===== config.mk =====
export PLATFORM = sky130hd
export DESIGN_NAME = divu_seq
export DESIGN_NICKNAME = d
export VERILOG_FILES = /design/src/rtl/divu_seq.sv
export SDC_FILE = /design/constraint.sdc
export NUM_CORES = 1
export LEC_CHECK = 0
export BUFFER_PORTS_ARGS = -buffer_cell sky130_fd_sc_hd__buf_2
export CORE_UTILIZATION = 58
export DETAILED_ROUTE_END_ITERATION = 7
export PLACE_DENSITY = 0.81
export REMOVE_ABC_BUFFERS = 1
export SLEW_MARGIN = 0
export SYNTH_ARGS = -nofsm -noshare
export SYNTH_HDL_FRONTEND = slang
export SYNTH_SLANG_ARGS = --single-unit

===== constraint.sdc =====
create_clock -name clk -period 4.4 [get_ports clk]
set_input_delay 0.22 -clock clk [delete_from_list [all_inputs] [get_ports clk]]
set_output_delay 0.22 -clock clk [all_outputs]
set_load 0.05 [all_outputs]

===== src/rtl/divu_seq.sv =====
// Sequential unsigned restoring divider: one quotient bit per clock, result
// presented with a one-cycle done strobe that serves as the Hi/Lo write enable.
module divu_seq #(
   parameter int unsigned WIDTH = 32
) (
   input  logic             clk,
   input  logic             rst_n,
   input  logic             start,
   input  logic [WIDTH-1:0] dataA,
   input  logic [WIDTH-1:0] dataB,
   output logic             busy,
   output logic             done,
   output logic [WIDTH-1:0] quotient,
   output logic [WIDTH-1:0] remainder,
   output logic             div_zero
);

   localparam int unsigned CW = $clog2(WIDTH) + 1;

   localparam logic [1:0] S_IDLE = 2'd0;
   localparam logic [1:0] S_CALC = 2'd1;
   localparam logic [1:0] S_DONE = 2'd2;

   logic [1:0]       state;
   logic [WIDTH-1:0] divisor;
   logic [WIDTH-1:0] rem;
   logic [WIDTH-1:0] quo;
   logic [CW-1:0]    cnt;

   logic [WIDTH:0]   rem_s;
   logic [WIDTH-1:0] quo_s;
   logic [WIDTH:0]   diff;
   logic [WIDTH-1:0] rem_n;
   logic [WIDTH-1:0] quo_n;

   // rem_s keeps the bit shifted out of rem so divisors near 2^WIDTH still
   // compare correctly; with rem < divisor the sign of diff is its top bit.
   always_comb begin
      rem_s = {rem, quo[WIDTH-1]};
      quo_s = {quo[WIDTH-2:0], 1'b0};
      diff  = rem_s - {1'b0, divisor};
      rem_n = rem_s[WIDTH-1:0];
      quo_n = quo_s;
      if (!diff[WIDTH]) begin
         rem_n = diff[WIDTH-1:0];
         quo_n = quo_s | {{(WIDTH-1){1'b0}}, 1'b1};
      end
   end

   always_ff @(posedge clk or negedge rst_n) begin
      if (!rst_n) begin
         state     <= S_IDLE;
         divisor   <= '0;
         rem       <= '0;
         quo       <= '0;
         cnt       <= '0;
         busy      <= 1'b0;
         done      <= 1'b0;
         quotient  <= '0;
         remainder <= '0;
         div_zero  <= 1'b0;
      end else begin
         case (state)
            S_IDLE: begin
               done <= 1'b0;
               if (start) begin
                  divisor <= dataB;
                  rem     <= '0;
                  quo     <= dataA;
                  cnt     <= '0;
                  busy    <= 1'b1;
                  if (dataB != '0) begin
                     state <= S_CALC;
                  end else begin
                     state     <= S_DONE;
                     done      <= 1'b1;
                     quotient  <= '1;
                     remainder <= dataA;
                     div_zero  <= 1'b1;
                  end
               end
            end
            S_CALC: begin
               rem <= rem_n;
               quo <= quo_n;
               cnt <= cnt + 1'b1;
               if (cnt == CW'(WIDTH - 1)) begin
                  state     <= S_DONE;
                  done      <= 1'b1;
                  quotient  <= quo_n;
                  remainder <= rem_n;
                  div_zero  <= 1'b0;
               end
            end
            S_DONE: begin
               state <= S_IDLE;
               busy  <= 1'b0;
               done  <= 1'b0;
            end
            default: begin
               state <= S_IDLE;
               busy  <= 1'b0;
               done  <= 1'b0;
            end
         endcase
      end
   end

endmodule


# --- After elaboration in Yosys (flattened, before gate mapping) ---
# Index checks and enable logic that the tools add are counted.
word_totals:
  inputBits: 67
  reg_bits: 171
op_classes:
  muxes: 30
  n_reduce_logical: 8
  bitwise: 1
  eq_ne: 5
  addsub: 2
op_table:
  columns: ["operator", "count"]
  rows:
  - ["2-to-1 mux 32 bit", 9]
  - ["one-hot mux 32 bit (2 select lines)", 4]
  - ["subtractor 33 x 32 -> 33 bit", 1]
  - ["nonzero test 32 bit", 1]
  - ["one-hot mux 6 bit (2 select lines)", 1]
  - ["2-to-1 mux 1 bit", 8]
  - ["AND reduction 2 bit", 4]
  - ["adder 6 x 1 -> 6 bit, second input constant", 1]
  - ["== test 6 x 5 -> 1 bit, second input constant", 1]
  - ["2-to-1 mux 2 bit", 3]
  - ["2-to-1 mux 6 bit", 1]
  - ["inequality test 2 bit, second input constant", 3]
  - ["one-hot mux 1 bit (2 select lines)", 3]
  - ["one-hot mux 2 bit (2 select lines)", 1]
  - ["AND reduction 4 bit", 1]
  - ["== test 2 x 1 -> 1 bit, second input constant", 1]
  - ["logical NOT 2 bit", 1]
  - ["nonzero test 2 bit", 1]
  - ["NOT 1 bit", 1]

# --- Depth between registers and ports, before layout ---
depth:
  word_depth: 4
  ltp_mapped: 14

# --- Worst setup path after synthesis ---
# Ideal clock, no wire load.
synth_path:
  path_type: "register -> register"
  startpoint: "reg divisor[0]"
  endpoint: "reg remainder[26]"
  t_arrival_ns: 2.984
  setup_time_ns: 0.126
  setup_slack_ns: 1.290
  stages_incl_launch_ff: 13
  required_time_ns: 4.274
  path_cell_list: "dfrtp_1 > ha_1 > fa_1 > nand2b_1 > a21o_1 > a211oi_4 > o211ai_2 > a211o_1 > buf_6 > and3_4 > buf_6 > mux2_4 > a221o_1"
synth_via:
  elab_chain_cells: 4
synth_rtl:
  columns: ["item", "line", "text"]
  rows:
  - ["start: declaration", "25", "logic [WIDTH-1:0] divisor;"]
  - ["start signal: assignment", "67", "divisor <= dataB;"]
  - ["subtractor 33 x 32 -> 33 bit", "41", "diff = rem_s - {1'b0, divisor};"]
  - ["2-to-1 mux 32 bit", "44", "if (!diff[WIDTH]) begin"]
  - ["2-to-1 mux 32 bit", "87", "if (cnt == CW'(WIDTH - 1)) begin"]
  - ["one-hot mux 32 bit (2 select lines)", "63", "case (state)"]
  - ["end signal: assignment", "78", "remainder <= dataA;"]
  - ["end signal: assignment", "91", "remainder <= rem_n;"]
  - ["end: declaration", "14", "output logic [WIDTH-1:0] remainder,"]
# No other way between the ends. The select of a mux whose other input is x is not followed.
# A chain may end at the register's enable or synchronous reset.

# --- Worst setup path in the final report ---
layout_path:
  startpoint: "reg rem[4]"
  endpoint: "reg remainder[26]"
layout_via:
  elab_chain_cells: 4
layout_rtl:
  columns: ["item", "line", "text"]
  rows:
  - ["start: declaration", "26", "logic [WIDTH-1:0] rem;"]
  - ["start signal: assignment", "84", "rem <= rem_n;"]
  - ["subtractor 33 x 32 -> 33 bit", "41", null]
  - ["2-to-1 mux 32 bit", "44", null]
  - ["2-to-1 mux 32 bit", "87", null]
  - ["one-hot mux 32 bit (2 select lines)", "63", null]
# No other way between the ends. The select of a mux whose other input is x is not followed.

==> impl_results.md <==
- Compound-gate portion of the synthesized area: 20.53%
- Register area share after synthesis: 46.55%
- Nets: 1,255
- CTS tree: yes
- Area leader, netlist: dfrtp_1
- CTS Sinks: 171
- Post-Synth XOR/XNOR Area: 2.191%
- Die ar.: 16,360 sq um
- Slew at the pin closest to its max-slew limit: 0.8855 ns
- Main combinational cell family by area after synthesis: compound AO/OA/AOI/OAI gates
- Top cells by area, synth: dfrtp_1 47%, o21ai_0 7.8%, nand2_1 6.0%, ha_1 4.5%, nor2_1 3.7%
- Overflow after GRT: 0
- Final period util: 78.79%
- Cts bufs inserted: 17
- Top_reg_cell synth: dfrtp_1
- Minimum clock period: 3.467 ns
- Top Ports: 134
- Worst path slowest cell: and3_4
- Worst Hold Class: in -> reg
- Clock root buffer: clkbuf_16
- Count leader, synth: dfrtp_1
- Post-Syn Area: 9193 sq um
- Setup WS pre-CTS: 0.9697 ns
- Die width: 127.9 um
- Adder-Cell Fraction of Synth Area: 4.709%
- Post-DP HPWL: 16,660 um
- CP Max Fanout: 33
- Area delta synth->final: 14.37%
- Unrepaired setup endpoints after global routing: no
- CTS Buffer Depth: 2
- Number of antenna repair diodes: 0
- Hold Fails Final Rpt: 0
- Via count: 8,309
- Row count: 45
- Met2 wire len: 10,460 um
- Endpoint class of the critical path: flop
- CP required: 4.71 ns
- GRT Overall Usage: 29.78%
- Top cell type's share of synthesized area: 46.55%
- Final Cell Area: 10,510 sq um
- Initial Util: 60.02%
- WL/cell: 17.18 um
- Fmax: 288.4 MHz
- Gp weighted congestion: 0.9224
- Synth Warn #: 0
- Register bit total from synthesis: 171
- DR vias/cell: 6.030
- # hold bufs at CTS: 1
- Post CTS Setup Buffer Count: 0
- Post-CTS sizing: 0
- First-pass GRT wire length: 38,140 um
- DRT Pass-1 Iters: 5
- MaxCap Viol Count: 0
- Critical-path cell list: ha_1, a21oi_1, nor2b_1, a211oi_4, o211ai_2, a211o_1, and3_4, mux2_4, a221o_1
- Fin util: 68.65%
- Rel. slew slack: 40.97%
- Clock Skews: 0.007748 ns
- Synthesized-area fraction occupied by and/or/nand/nor cells: 18.63%
- DRC: 0
- Post-Route WL: 23,670 um
- Placed Area: 9952 sq um
- Initial antenna violation count: 0
- Setup_tns: 0 ns
- Core Region: 15,310 sq um
- Clk slew on worst S/H paths: 0.07 ns
- Synth Instances: 1,055
- Die H: 127.9 um
- H-tree Lvls: 4
- Largest net degree at the start of global routing: 99
- Final Setup Violations: 0
- Max stage delay on crit path: 0.58 ns
- Commonest cells in the netlist: 171 x dfrtp_1, 147 x nand2_1, 144 x o21ai_0, 90 x nor2_1, 67 x a21oi_1
- Worst setup path category: reg -> reg
- Status: finished clean
- Unique masters post-synth: 63
- Iter 0 DRT Violations: 811
- Via count of the first global-routing pass: 7,500
- Worst-skew pair later-pin latency: 0.43 ns
- Routed Antenna Nets: 0
- Mux cell area share after synthesis: 2.572%
- Syn_area_per_cell: 8.713 sq um
- Share of flip-flops with an asynchronous set or reset: 100.0%
- Slew Viols, Final: 0
- WP data arrival: 3.78 ns
- M1 wire length: 11,010 um
- Worst setup SP type: flop
- Final WS setup: 0.9331 ns
- Met3 WL post-DR: 1801 um
- EDFF count, synth: 0
- Uppermost layer routed: met4
- Count of input and output buffers: 133
- Share of cells above drive strength 1: 16.62%
-- metal layers --
metal	up-vias	global-route usage, %
met5	-	0
met4	0	8.720
met3	37	3.840
met2	351	44.63
met1	3983	45.23
li1	3938	-
-- kinds of logic (layout without fill, tap and decap cells) --
kind of cell | count (synthesis) | in the layout
flops | 171 | 171
mux | 23 | 23
buf+inv | 110 | 222
compound gates | 319 | 319
fa+ha+maj | 34 | 34
simple gates | 375 | 375
xor+xnor | 23 | 23
-- cell usage in the layout, fill, tap and decap left out, types with 17 or more instances in the layout --
master,n
dfrtp_1,171
nand2_1,146
o21ai_0,144
buf_2,132
nor2_1,90
a21oi_1,67
inv_1,47
nand3_1,38
ha_1,33
o22ai_1,26
and3_1,25
a31oi_1,21
mux2i_1,21
nor3_1,17
clkbuf_16,17
-- sequential cells by signal, indices dropped and copies added (netlist names), 2 cells and up --
signal,flops
cnt,6
divisor,32
quo,32
quotient,32
rem,32
remainder,32
state,2
-- critical path, delay by kind of cell (launching register included) --
family | cells | cell delay, ns
AOI/OAI and AO/OA | 5 | 1.27
adders and majority gates | 1 | 0.36
DFF | 1 | 0.41
muxes | 1 | 0.35
and+or+nand+nor | 2 | 0.95
-- area by class of cell --
cell class,instances,area [sq um]
clock buffers,19,442.9
fillers,1325,4801
well taps,211,264.0
flip-flops and latches,171,4279
inverters,47,176.4
clock inverters,13,108.9
multi-input cells,774,4493
repair buffers,143,749.5
-- through the flow --
| step | hold slack, ns | instances |
|---|---|---|
| 2_1_floorplan | -0.07559 | 992 |
| 3_3_place_gp | 0.3808 | 1345 |
| 3_5_place_dp | 0.3740 | 1345 |
| 4_1_cts | 0.002139 | 1378 |
| 5_1_grt | 0.01331 | 1378 |
| 6_report | 0.008921 | 1378 |
-- final timing paths --
check | end | cells after the start | from | slack [ns]
min in group asynchronous | divisor[10]$_DFFE_PN0P_ | 2 | rst_n | 0.45
max reg2reg | remainder[26]$_DFFE_PN0P_ | 9 | rem[4]$_DFFE_PN0P_ | 0.93
max | remainder[26]$_DFFE_PN0P_ | 9 | rem[4]$_DFFE_PN0P_ | 0.93
min reg2reg | quotient[12]$_DFFE_PN0P_ | 2 | quotient[12]$_DFFE_PN0P_ | 0.47
max in group asynchronous | rem[13]$_DFFE_PN0P_ | 3 | rst_n | 2.85
min | divisor[31]$_DFFE_PN0P_ | 3 | dataB[31] | 0.009
Power is left out: the tool's default activity adds up to more than one toggle a clock period on the data nets, which glitch-free logic cannot reach.
